==> config.mk <==
export PLATFORM = sky130hd
export DESIGN_NAME = sdm_sync_tx4
export DESIGN_NICKNAME = d
export VERILOG_FILES = /design/src/rtl/sdm_sync_tx4.sv
export SDC_FILE = /design/constraint.sdc
export NUM_CORES = 1
export LEC_CHECK = 0
export CORE_UTILIZATION = 47
export CTS_BUF_LIST = sky130_fd_sc_hd__clkbuf_16
export DETAILED_ROUTE_END_ITERATION = 16
export PLACE_DENSITY = 0.76
export SLEW_MARGIN = 20
export SYNTH_ARGS = -nofsm -noshare
export SYNTH_HDL_FRONTEND = slang
export SYNTH_SLANG_ARGS = --single-unit
==> constraint.sdc <==
create_clock -name clk -period 4.2 [get_ports clk]
set_clock_uncertainty 0.1 [all_clocks]
set_input_delay 0.63 -clock clk [delete_from_list [all_inputs] [get_ports clk]]
set_output_delay 0.63 -clock clk [all_outputs]
set_load 0.005 [all_outputs]
==> src/rtl/sdm_sync_tx4.sv <==
// sdm_sync_tx4: clocked valid/ready to 1-of-4 four-phase RTZ link transmitter
module sdm_sync_tx4 #(
   parameter int DW   = 32,
   parameter int SYNC = 2
) (
   input  logic            clk,
   input  logic            rst,
   input  logic [DW-1:0]   in_data,
   input  logic            in_valid,
   output logic            in_ready,
   output logic [DW/2-1:0] o0,
   output logic [DW/2-1:0] o1,
   output logic [DW/2-1:0] o2,
   output logic [DW/2-1:0] o3,
   input  logic            oa
);
   localparam int G = DW / 2;
   typedef enum logic [1:0] {S_IDLE, S_DATA, S_NULL} state_t;
   state_t          state, state_n;
   logic [SYNC-1:0] sync;
   logic            ack_s;
   logic [DW-1:0]   mem [2];
   logic            wp, rp;
   logic [1:0]      cnt;
   logic            push, pop, clr, empty, full;
   logic [DW-1:0]   head;
   logic [G-1:0]    n0, n1, n2, n3;
   assign ack_s    = sync[SYNC-1];
   assign full     = cnt == 2'd2;
   assign empty    = cnt == 2'd0;
   assign in_ready = !full & !rst;
   assign push     = in_valid & in_ready;
   assign head     = mem[rp];
   // ack synchronizer chain; ack_s is its last stage
   always_ff @(posedge clk) begin
      if (rst) sync <= '0;
      else     sync <= {sync[SYNC-2:0], oa};
   end
   // 2-entry FIFO; a pop frees a slot only for the following edge
   always_ff @(posedge clk) begin
      if (rst) begin
         wp  <= 1'b0;
         rp  <= 1'b0;
         cnt <= 2'd0;
      end else begin
         if (push) begin
            mem[wp] <= in_data;
            wp      <= ~wp;
         end
         if (pop) rp <= ~rp;
         cnt <= cnt + 2'(push) - 2'(pop);
      end
   end
   // handshake state register
   always_ff @(posedge clk) begin
      if (rst) state <= S_IDLE;
      else     state <= state_n;
   end
   // next state: data only launched while synchronized ack is low
   always_comb begin
      state_n = state;
      case (state)
         S_IDLE:  if (!empty && !ack_s) state_n = S_DATA;
         S_DATA:  if (ack_s) state_n = S_NULL;
         S_NULL:  if (!ack_s) state_n = empty ? S_IDLE : S_DATA;
         default: state_n = S_IDLE;
      endcase
   end
   // outputs: pop/clear strobes and the 1-of-4 code of the FIFO head
   always_comb begin
      pop = (state == S_IDLE || state == S_NULL) && !ack_s && !empty;
      clr = state == S_DATA && ack_s;
      n0  = '0;
      n1  = '0;
      n2  = '0;
      n3  = '0;
      for (int i = 0; i < G; i++) begin
         n0[i] = head[2*i +: 2] == 2'd0;
         n1[i] = head[2*i +: 2] == 2'd1;
         n2[i] = head[2*i +: 2] == 2'd2;
         n3[i] = head[2*i +: 2] == 2'd3;
      end
   end
   // rail register drives the link directly so the rails never glitch
   always_ff @(posedge clk) begin
      if (rst || clr) begin
         o0 <= '0;
         o1 <= '0;
         o2 <= '0;
         o3 <= '0;
      end else if (pop) begin
         o0 <= n0;
         o1 <= n1;
         o2 <= n2;
         o3 <= n3;
      end
   end
endmodule
==> results of run 1 <==
## worst register-to-register path: stages, from the launching register on
cell and delay, ps:
dfxtp_1 440, or2_4 580, nor2_1 180, ha_1 320, inv_1 40, ha_1 180
xor2_1 150, and2_1 150, nor3_1 120
## per-stage QoR
stage	utilization (%)	cells	area (um2)	setup slack (ps)	hold WS (ps)
CTS	63.1	709	7210	1480	365
global placement	57.7	677	6590	1490	342
detailed placement	57.7	677	6590	1410	360
global route	63.1	709	7210	1430	371
floorplan	-	468	5510	975	314
finish	63.1	709	7210	1490	359
## kinds of logic (layout without fill, tap and decap cells)
logic type | Yosys count | count (layout) | share of synthesized area, %
xor gates and xnor gates | 2 | 2 | 0.318
and+or+nand+nor | 86 | 86 | 9.66
muxes | 64 | 64 | 12.4
buffers and inverters | 44 | 142 | 3.55
DFF | 137 | 137 | 61.5
adders and majority gates | 2 | 2 | 0.455
AOI/OAI and AO/OA | 133 | 133 | 12.2
## cell type report
class                      instances  area [um2]
clock buffer                      19         475
inverter                           3        11.3
timing repair buffer             107        1050
tap                              143         179
fill                             869        4210
multi-input combinational        287        1960
sequential                       137        3390
clock inverter                    13         149
## where the power goes
group,leakage (nW),switching [mW],internal (mW)
logic,0.881,0.691,0.635
clock network,0.309,0.545,0.997
registers,1.18,0.241,1.61
total,2.37,1.48,3.24
## routing by layer
metal  vias up  track usage (%)  routed length [um]
met5         -                0                   0
met4         0             9.12                 262
met3        16             6.70                 611
met2       104             38.5                6480
met1      1970             27.4                5600
li1       1957                -                   -
## final timing paths
| kind | startpoint | endpoint | slack (ps) |
|---|---|---|---|
| min | sync[0] | sync[1] | 360 |
| max | rst | in_ready | 1490 |
| min reg2reg | sync[0] | sync[1] | 360 |
| max reg2reg | sync[1] | cnt[1] | 1860 |
## state kept, by name (all words and copies together), names as in the netlist, named ones only
register / count
wp: 1
state: 2
o1: 16
o3: 16
mem: 64
sync: 2
o0: 16
o2: 16
rp: 1
cnt: 2
## cell usage in the layout (no fill, tap or decap), drive strengths merged
master and n:
nand3b 1, nand4 64, nor4 1, mux2 32
buf 7, xor2 2, o21a 1, o211ai 1
inv 6, nand2b 1, and3 2, nor2 5
clkinv 5, bufinv 3, nand2 2, clkbuf 19
or2 2, dfxtp 73, edfxtp 64, clkdlybuf4s50 100
o21ai 65, clkinvlp 2, mux2i 32, and2 1
nor2b 4, nor3b 1, a21oi 66, nor3 1
or3 1, ha 2
==> results.md, run 1 <==
Layout:
- Compared with the post-synthesis result, the final layout area differs by 31.0%.
- 0 antenna diodes ended up in the layout.
- Of the cells placed in the final design, the portion with a size suffix greater than 1 is between 10% and 20%.
- The net count of the finished layout is 591.

Power and ir drop:
- The overall power is roughly 4.7 mW.
- For this design the ratio of total power to cell area is 655 mW/mm2.
- The static leakage is 2.37 nW.
- The maximum vdd drop is approximately 0.60 mV.

Synthesis:
- The leading area contributor after synthesis is edfxtp_1.
- The net count of the mapped netlist is 506.
- The register bit total from synthesis is between 100 and 150.
- The number of synthesized flops with an enable pin is 64.
- The synthesized design devotes to its leading area cell type a little over a third of total area.
- The average instance in the mapped netlist occupies between 10 and 15 um2.
- The most numerous cell in the Yosys netlist is dfxtp_1.
- Sequential cells were found to cover between 60% and 70% of the synthesized design area.
- The distinct cell type count after synthesis is 31.
- Counting flops with an async set or reset pin after synthesis yields a share of 0%.
- Yosys printed 0 warnings.
- The most used flip-flop cell after synthesis is dfxtp_1.
- The gate count after technology mapping is 468.
- Ranked by instance count, the synthesized netlist is headed by dfxtp_1 (73), a21oi_1 (66), o21ai_0 (65).
- Summing every instance area after synthesis gives about 0.0055 mm2.
- After synthesis, the cell types taking the most area are edfxtp_1 (35%), dfxtp_1 (27%), nand4_1 (7.3%).

Flow run:
- The tool flagged a number of max-cap violations equal to 0.

Timing:
- Derived from the worst setup path, the maximum achievable clock frequency is roughly 370 MHz.
- At the pin with the least slew margin, the transition time is approximately 1100 ps.
- Of the available clock period, the critical path in the final layout requires between 60 and 70%.
- Setup violations remaining at the end of the flow were counted as 0.
- Setup repair after global routing left no endpoint under its margin.
- The time the worst path needs with I/O delays and setup is approximately 2700 ps.
- The worst slew margin relative to its limit is ~30%.
- The final hold violation count is 0.
- The count of final max-slew check failures is 0.
- For the final routed database, the setup TNS stands at 0 ps.

Global routing:
- The first global-routing pass estimated 20300 um of wire.
- The overall fraction of global-route tracks in use is a little under a quarter.
- Entering global routing, the biggest net connects ~70 pins.
- The via count of the first global-routing pass is ~4000.
- The initial antenna violation count was 0.
- The total grt overflow is 0.

Floorplan:
- For this configuration, the core starts out at a cell density of between 40% and 50%.
- The die is 110 um wide.
- The area enclosed by the die boundary is ~0.012 mm2.
- Measured along the y axis, the die boundary spans 110 um.
- The number of primary I/O pins is roughly 100.
- The core region is between 0.01 and 0.015 mm2.
- The number of core rows is 39.

Route:
- The pre-antenna-repair detailed-routing pass consisted of 4 iterations.
- The average wire length per cell after detail routing is ~18 um.
- The number of nets still failing antenna checks after routing is 0.
- The routed wire length is ~13000 um.
- The iteration-0 DRC count of the detailed router is ~210.
- After detailed routing, the number of remaining DRC violations is 0.
- In the routed layout, each cell is associated on average with a via count of between 5 and 6.
- The vias after detailed routing is about 4000.

Clock tree:
- The number of cells upsized or downsized after cts is 0.
- The root buffer cell is clkbuf_16.
- At the later pin of the worst-skew pair, clock insertion delay measures 410 ps.
- The clock slew seen by the registers of the worst setup and hold paths is ~60 ps.
- The longest clock path from root to sink contains 2 buffers.
- The cts-stage hold buffer count is 0.
- Once the clock tree was built, the setup fixing pass inserted 0 buffers.
- The clock sink count is roughly 140.
- The CTS tree is done.
- The number of buffers added by the clock tree synthesis step is 17.
- The number of H-tree levels is 4.

Critical path:
- The kind of start point of the critical path is a primary input.
- On the critical path the largest part of the delay comes from buffers and inverters.
- Walking the worst path, the cells encountered are clkdlybuf4s50_1, nor2_1, clkdlybuf4s50_1.
- The path length in cells of the critical path is 3.
- The count of cells along the worst register-to-register path is 8.
- The peak fanout along the critical path is 9.
- The worst endpoint required time is between 3000 and 4000 ps.
- The signal arrival time at the worst endpoint is just under 2000 ps.
- By startpoint and endpoint, the worst setup path is classified as in -> out.
- The worst-path cell with the longest stage delay is clkdlybuf4s50_1.
- The number of buffers and inverters on the critical path is 2.
- STA classifies the critical path endpoint as an output pin.
- The critical path's largest stage delay is roughly 580 ps.
- The most common cell type on the critical path is clkdlybuf4s50_1.

Worst hold path:
- The worst hold path class is reg -> reg.
- Along the worst hold path, the cell count comes to 1.

Place:
- The detailed-placement wirelength estimate is 8190 um.
- The count of buffers added on input and output ports is 100.
- The final weighted congestion of routability-driven global placement is about 0.74.

Status:
- The flow ran to the end, and the final reports show no timing, DRC or antenna violations.
(Power assumes the default switching activity.)
==> run 2, diff against run 1 <==
--- a/config.mk
+++ b/config.mk
@@ -5,10 +5,10 @@
 export SDC_FILE = /design/constraint.sdc
 export NUM_CORES = 1
 export LEC_CHECK = 0
-export CORE_UTILIZATION = 47
+export CORE_UTILIZATION = 48
 export CTS_BUF_LIST = sky130_fd_sc_hd__clkbuf_16
 export DETAILED_ROUTE_END_ITERATION = 16
-export PLACE_DENSITY = 0.76
+export PLACE_DENSITY = 0.74
 export SLEW_MARGIN = 20
 export SYNTH_ARGS = -nofsm -noshare
 export SYNTH_HDL_FRONTEND = slang
==> constraint.sdc (replaced) <==
create_clock -name clk -period 2.8 [get_ports clk]
set_clock_uncertainty 0.1 [all_clocks]
set_input_delay 0.42 -clock clk [delete_from_list [all_inputs] [get_ports clk]]
set_output_delay 0.42 -clock clk [all_outputs]
set_load 0.005 [all_outputs]
==> run 2 against run 1 <==
  * Register-to-register slack got worse by 1000 ps
  * Count of clock-buffer cells in the layout decreased by 2
  * Combinational power increased by 56%
  * Sequential power increased by 46%
  * Sequential cell count unchanged
  * First-iteration DRC count increased by 13%
  * Sequential share of layout area increased by 0.090 points
  * Core utilization increased by 2.4 points
  * Cell area decreased by 0.19%
  * Largest cell class unchanged
==> results.md, run 2 (same netlist as run 1, synthesis figures left out) <==
Status:
- The run finished with clean final reports.

Clock tree:
- TritonCTS built the clock tree.
- The post-CTS setup buffer count is 0 (unchanged).
- The cts-stage hold buffer count is 0 (unchanged).
- The number of H-tree levels came to 4 (unchanged).
- The clock sink count is 137 (unchanged).
- The worst-skew pair later-pin latency is 400 ps (about the same).
- The root buffer cell chosen for the clock tree is clkbuf_16.
- The maximum clock path buffer count is 2 (unchanged).
- The number of buffers added by the clock tree synthesis step is 17 (unchanged).
- The number of cells upsized or downsized after cts is 0 (unchanged).
- The clock slew seen by the registers of the worst setup and hold paths is 60 ps (about the same).

Layout:
- The library cells used most frequently in the layout, excluding fill and tap cells, are clkdlybuf4s50_1 (100), dfxtp_1 (72), a21oi_1 (66).
- The multi-input logic area came to 0.00196 mm2 (about the same).
- The final instance count without filler cells was 709 (unchanged).
- The flip-flop and latch area was 0.00339 mm2 (unchanged).
- The filler cell count is 843 (-3.0%).
- The number of flip-flops under the largest register name came to 64 (unchanged).
- The number of nets at the end of the flow came to 594 (+0.51%).
- The layout cell share with drive strength beyond 1 is 14.4% (+0.98 points).
- Leaving out fill and tap cells, the most frequent cell in the layout is clkdlybuf4s50_1.
- The final non-filler cell area was 0.00720 mm2 (-0.19%).
- The relative area change from synthesis to final layout is 30.8%.
- More flip-flops sit in one register than any other, and that register is mem.
- The number of antenna repair diodes came to 0 (unchanged).

Critical path:
- The number of buffers and inverters on the critical path is 1 (-1).
- Traced cell by cell, the critical path runs through nor2b_1, nor2_1, clkdlybuf4s50_1.
- The reg-to-reg setup timing slack is 840 ps (-1020 ps).
- The worst endpoint required time is 2280 ps (-1190 ps).
- STA classifies the critical path startpoint as a flop.
- The count of cells along the worst register-to-register path is 9 (+1).
- The critical path's largest stage delay came to 470 ps (-110 ps).
- In this run the worst setup path terminates at in_ready.
- The beginning of the worst register-to-register path is cnt[1].
- The endpoint type of the worst setup path is an output pin.
- The peak fanout along the critical path came to 5 (-4).
- The capturing point of the worst reg2reg path is cnt[1].
- The path length in cells of the critical path is 3 (unchanged).
- The kind of cell adding the most delay to the critical path is buffers and inverters.
- The signal arrival time at the worst endpoint came to 1750 ps (-230 ps).
- The critical path startpoint is cnt[1].
- The worst-path cell with the longest stage delay is clkdlybuf4s50_1.
- The class of the most critical setup path is reg -> out.

Power and ir drop:
- The power density normalized to cell area is 965 mW/mm2 (+47%).
- The part of the power in the clock network came to 31.0% (-1.7 points).
- The proportion of total power due to net switching is 32.3% (+1.0 points).
- The part of the power in registers is 39.0% (-0.3 points).
- The internal power is 4.70 mW (+45%).
- The maximum vdd drop was 0.533 mV (-11%).
- The net switching component of the power is 2.24 mW (+52%).
- The combinational fraction of design power is 30.0% (+1.9 points).
- The static leakage is 2.36 nW (-0.59%).

Place:
- The final weighted congestion of routability-driven global placement is 0.758 (+2.8%).
- The standard cell area after detailed placement came to 0.00662 mm2 (+0.49%).
- The detailed-placement wirelength estimate is 8120 um (-0.81%).
- The instance count after placement with tap cells included is 677 (unchanged).
- The count of input and output buffers is 100 (unchanged).
- The worst setup slack after placement is 576 ps (-832 ps).

Route:
- The per-cell via count in the routed design came to 5.86 (+2.6%).
- The number of DRC violations after detailed routing came to 0 (unchanged).
- The detailed-routing iteration count for the pre-antenna-repair pass was 5 (+1).
- The vias after detailed routing is 4152 (+2.6%).
- The average wire length per cell after detail routing is 18.2 um (-0.44%).
- The routed wire length is 12900 um (-0.44%).
- The iteration-0 DRC count of the detailed router is 239 (+13%).
- The number of nets still failing antenna checks after routing is 0 (unchanged).

Timing:
- The slew at the pin closest to its max-slew limit is 654 ps (-402 ps).
- The worst path uses between 80% and 90% of the clock period.
- The count of final max-slew check failures is 0 (unchanged).
- The final hold violation count is 0 (unchanged).
- The worst slew margin relative to its limit is 56.4% (+27 points).
- The time the worst path needs with I/O delays and setup is about 2300 ps.
- The final worst setup slack is 533 ps (-955 ps).
- Setup repair after global routing left no endpoint under its margin.
- The maximum clock frequency is roughly 440 MHz.
- The number of endpoints failing setup at the final stage is 0 (unchanged).
- The setup TNS after final layout is 0 ps (unchanged).

Floorplan:
- The die outline height was 109 um (-1.0%).
- The area enclosed by the die boundary is 0.0119 mm2 (-2.0%).
- The number of primary I/O pins is 101 (unchanged).
- The starting density of the core was 50.1% (+1.9 points).
- The number of core rows was 38 (-2.6%).
- The area of the core is 0.0110 mm2 (-3.8%).
- The horizontal die dimension came to 109 um (-1.0%).

Global routing:
- The pin count of the biggest net entering global routing is 67 (-1.5%).
- The global-route wire length before repair came to 20300 um (about the same).
- The via count of the first global-routing pass came to 4136 (+3.3%).
- The initial antenna violation count came to 0 (unchanged).
- The total grt overflow is 0 (unchanged).
- The overall fraction of global-route tracks in use is 22.7% (-0.12 points).

Flow run:
- The max-capacitance violation count is 0 (unchanged).

Worst hold path:
- The path class of the tightest hold or removal check is reg -> reg.
run 2: cell types whose count changed in the layout (fill, tap and decap cells not counted):
cell	delta
buf_4	+2
and3_1	-1
clkbuf_16	-2
inv_1	-1
buf_12	+1
clkinvlp_4	+2
bufinv_16	-1
clkinv_4	+1
inv_6	+2
clkinv_1	-1
and3_2	+1
run 2: area by class of cell:
type | count | area share [%]
clock inverter | 15 | 2.12
multi-input combinational | 287 | 27.2
tap | 140 | 2.43
sequential | 137 | 47.1
inverter | 3 | 0.156
clock buffer | 17 | 5.91
timing repair buffer | 110 | 15.1
run 2: worst min path at each step:
stage	from	to	slack, ps	depth (start not counted)
CTS	sync[0]	sync[1]	370	1
detailed placement	sync[0]	sync[1]	360	1
floorplan	sync[0]	sync[1]	310	1
finish	sync[0]	sync[1]	360	1
global route	sync[0]	sync[1]	390	1
global placement	sync[0]	sync[1]	360	1
run 2: power groups by stage:
stage | Combinational, mW | Clock, mW | Sequential [mW]
after floorplan | 1.43 | 0 | 2.60
after global placement | 2.01 | 0 | 2.72
after detailed placement | 2.07 | 0 | 2.74
after CTS | 2.09 | 2.17 | 2.71
after global routing | 2.26 | 2.25 | 2.74
final | 2.08 | 2.15 | 2.71
run 2: metal layers:
layer	wire, um	up-vias	global-route usage (%)
li1	-	1968	-
met1	5370	2042	26.9
met2	6680	129	40.3
met3	698	13	4.78
met4	149	0	8.11
met5	0	-	0
run 2: metrics by stage:
stage | power, mW | utilization, % | hold slack, ps
3_5_place_dp | 4.81 | 60.3 | 357
4_1_cts | 6.96 | 65.5 | 365
2_1_floorplan | 4.03 | - | 314
6_report | 6.94 | 65.5 | 364
3_3_place_gp | 4.73 | 60.3 | 356
5_1_grt | 7.26 | 65.5 | 387
==> run 3, diff against run 2 <==
--- a/config.mk
+++ b/config.mk
@@ -5,10 +5,10 @@
 export SDC_FILE = /design/constraint.sdc
 export NUM_CORES = 1
 export LEC_CHECK = 0
-export CORE_UTILIZATION = 48
+export CORE_UTILIZATION = 47
 export CTS_BUF_LIST = sky130_fd_sc_hd__clkbuf_16
 export DETAILED_ROUTE_END_ITERATION = 16
-export PLACE_DENSITY = 0.74
+export PLACE_DENSITY = 0.76
 export SLEW_MARGIN = 20
 export SYNTH_ARGS = -nofsm -noshare
 export SYNTH_HDL_FRONTEND = slang
==> constraint.sdc (replaced) <==
create_clock -name clk -period 1.9 [get_ports clk]
set_clock_uncertainty 0.1 [all_clocks]
set_input_delay 0.285 -clock clk [delete_from_list [all_inputs] [get_ports clk]]
set_output_delay 0.285 -clock clk [all_outputs]
set_load 0.005 [all_outputs]
==> run 3 against run 2 <==
  * Total power up 48%
  * First-iteration DRC count up 55%
  * Highest routed layer unchanged
  * Largest power group unchanged
  * Worst setup slack worse by 390 ps
  * Count of clock-buffer cells in the layout unchanged
  * Sequential power up 44%
  * Non-clock buffer count up 8
  * Hold slack worse by 41 ps
  * Critical path depth up 1
  * Clock power up 36%
  * Final cell count up 1.6%
  * Cell area up 1.8%
==> results.md, run 3 (same netlist as run 1, synthesis figures left out) <==
Critical path:
- The worst endpoint required time is 1510 ps (-770 ps).
- The endpoint identified for the worst register-to-register timing path is cnt[1].
- The count of cells along the worst register-to-register path is 9 (unchanged).
- Traced cell by cell, the critical path runs through nor2b_4, nor2_2, buf_4, dlygate4sd2_1.
- The class of the most critical setup path is reg -> out.
- The kind of start point of the critical path is a flop.
- The worst setup path is captured at an output pin.
- The worst-path cell with the longest stage delay is dfxtp_4.
- The critical path's largest stage delay is 370 ps (-100 ps).
- The worst register-to-register path begins at cnt[1].
- The signal arrival time at the worst endpoint is 1370 ps (-380 ps).
- The peak fanout along the critical path came to 5 (unchanged).
- The reg-to-reg setup timing slack is 150 ps (-690 ps).

Worst hold path:
- The hold-critical path endpoint is sync[0].
- The worst hold path class is in -> reg.
- The startpoint identified for the worst hold timing path is oa.
- The number of stages on the worst hold path came to 2 (+1).

Route:
- The met1 routed wirelength after detailed routing is 5510 um (+2.6%).
- The iteration-0 DRC count of the detailed router is 370 (+55%).
- The routed wire length is 13600 um (+5.3%).
- The total length of routed met3 wires is 967 um (+39%).
- The met2 routed wirelength is 6820 um (+2.2%).
- The number of nets still failing antenna checks after routing is 0 (unchanged).
- After detailed routing, no signal wire sits above met4.
- The number of DRC violations after detailed routing is 0 (unchanged).
- The detailed-routing iteration count for the pre-antenna-repair pass was 5 (unchanged).
- The average wire length per cell after detail routing is 18.9 um (+3.7%).
- The per-cell via count in the routed design is 5.86 (+0.13%).
- The vias after detailed routing is 4222 (+1.7%).

Place:
- The detailed-placement wirelength estimate is 8660 um (+6.6%).
- The instance count after placement with tap cells included came to 687 (+1.5%).
- The final weighted congestion of routability-driven global placement is 0.779 (+2.9%).
- The count of input and output buffers was 100 (unchanged).

Clock tree:
- The maximum clock path buffer count is 2 (unchanged).
- The clock slew seen by the registers of the worst setup and hold paths is 60 ps (about the same).
- The number of buffers added by the clock tree synthesis step is 17 (unchanged).
- The number of H-tree levels is 4 (unchanged).
- The tree is rooted in a clkbuf_16.
- The clock sink count came to 137 (unchanged).
- The worst-skew pair later-pin latency is 410 ps (about the same).
- TritonCTS built the clock tree.

Layout:
- Ranked by flip-flop count, first place goes to mem.
- The number of antenna repair diodes is 0 (unchanged).
- The relative area change from synthesis to final layout is 33.1%.
- The multi-input logic area is 0.00197 mm2 (+0.89%).
- The commonest non-fill, non-tap cell in the layout is clkdlybuf4s50_1.
- The layout cell share with drive strength beyond 1 is 15.9% (+1.5 points).
- The library cells used most frequently in the layout, excluding fill and tap cells, are clkdlybuf4s50_1 (99), dfxtp_1 (70), a21oi_1 (66).
- The filler cell count is 870 (+3.2%).
- The flip-flop and latch area is 0.00339 mm2 (+0.15%).
- The final instance count without filler cells is 720 (+1.6%).
- The number of flip-flops under the largest register name came to 64 (unchanged).
- The number of nets at the end of the flow is 602 (+1.3%).

Global routing:
- The global-route wire length before repair was 21300 um (+5.2%).
- The overall fraction of global-route tracks in use came to 24.0% (+1.3 points).
- The initial antenna violation count is 0 (unchanged).
- The pin count of the biggest net entering global routing is 67 (unchanged).
- The via count of the first global-routing pass is 4105 (-0.75%).
- The total grt overflow is 0 (unchanged).

Timing:
- The maximum clock frequency is about 570 MHz.
- The final hold violation count is 0 (unchanged).
- In the finished design, the share of the clock period the worst path needs comes to 92.4%.
- The slew at the pin closest to its max-slew limit is 602 ps (-51.7 ps).
- The worst slew margin relative to its limit came to 59.8% (+3.4 points).
- The count of final max-slew check failures came to 0 (unchanged).
- The final hold slack is 322 ps (-41.5 ps).
- The smallest clock period supported by the final layout is computed as ~1800 ps.
- The number of endpoints failing setup at the final stage was 0 (unchanged).

Floorplan:
- The area enclosed by the die boundary is 0.0121 mm2 (+2.1%).
- The die outline height is 110 um (+1.0%).
- The number of primary I/O pins is 101 (unchanged).
- The starting density of the core is 48.2% (-1.9 points).
- The area of the core is 0.0114 mm2 (+4.0%).
- The horizontal die dimension was 110 um (+1.0%).
- The number of core rows was 39 (+2.6%).

Power and ir drop:
- The static leakage is 2.43 nW (+3.2%).
- The power density normalized to cell area came to 1400 mW/mm2 (+45%).
- The overall power is 10.2 mW (+48%).
- The maximum vdd drop is 0.715 mV (+34%).

Status:
- The flow ran to the end, and the final reports show no timing, DRC or antenna violations.

Flow run:
- The max-capacitance violation count is 0 (unchanged).
-- run 3: cell types whose count changed in the layout (fill, tap and decap cells not counted), sizes merged --
| cell | delta |
|---|---|
| clkdlybuf4s50 | -1 |
| buf | +8 |
| clkinv | +3 |
| bufinv | -1 |
| dlygate4sd2 | +1 |
| clkinvlp | -2 |
-- run 3: layout make-up --
cell class                 instances  area share, %
clock buffer                      17           5.81
clock inverter                    15           1.35
inverter                           3          0.154
multi-input combinational        287           26.9
sequential                       137           46.3
tap                              143           2.44
timing repair buffer             118           17.0
-- run 3: worst max path at each step --
stage	startpoint	end	slack, ps	depth (start not counted)
floorplan	rst	mem[0][0]	-140	2
global placement	rst	cnt[1]	-80	9
detailed placement	rst	cnt[1]	-150	9
CTS	state[0]	cnt[1]	110	8
global route	cnt[1]	cnt[1]	-4	9
finish	cnt[1]	in_ready	140	4
-- run 3: what timing repair did --
item	in CTS	in global routing
buffers inserted	1	0
gates cloned	0	0
setup endpoints to repair	1	1
hold endpoints to repair	0	0
hold buffers	0	0
resized for setup	5	2
-- run 3: metrics by stage --
step           utilization (%)  TNS, ps  area, um2  setup slack [ps]
2_1_floorplan                -    -4480       5540              -140
3_3_place_gp              59.4    -75.7       6780             -75.7
3_5_place_dp              59.4     -155       6780              -155
4_1_cts                   64.1        0       7320               105
5_1_grt                   64.2    -3.68       7330             -3.68
6_report                  64.2        0       7330               144
-- run 3: critical path, delay by kind of cell, from the launching register on --
kind	cells	cell delay (ps)
and+or+nand+nor	2	210
DFF	1	370
buffers and inverters	2	370
-- run 3: report_power, final --
| group | leakage (nW) | total (mW) | internal (mW) | switching [mW] |
|---|---|---|---|---|
| Sequential | 1.18 | 3.90 | 3.57 | 0.333 |
| Combinational | 0.977 | 3.41 | 1.59 | 1.82 |
| Clock | 0.274 | 2.93 | 1.75 | 1.18 |
| Total | 2.43 | 10.2 | 6.91 | 3.33 |
-- run 3: metal layers --
metal  global-route usage [%]  up-vias
met4                     9.02        0
met2                     39.5      177
li1                         -     1981
met5                        0        -
met3                     6.29       18
met1                     30.4     2046
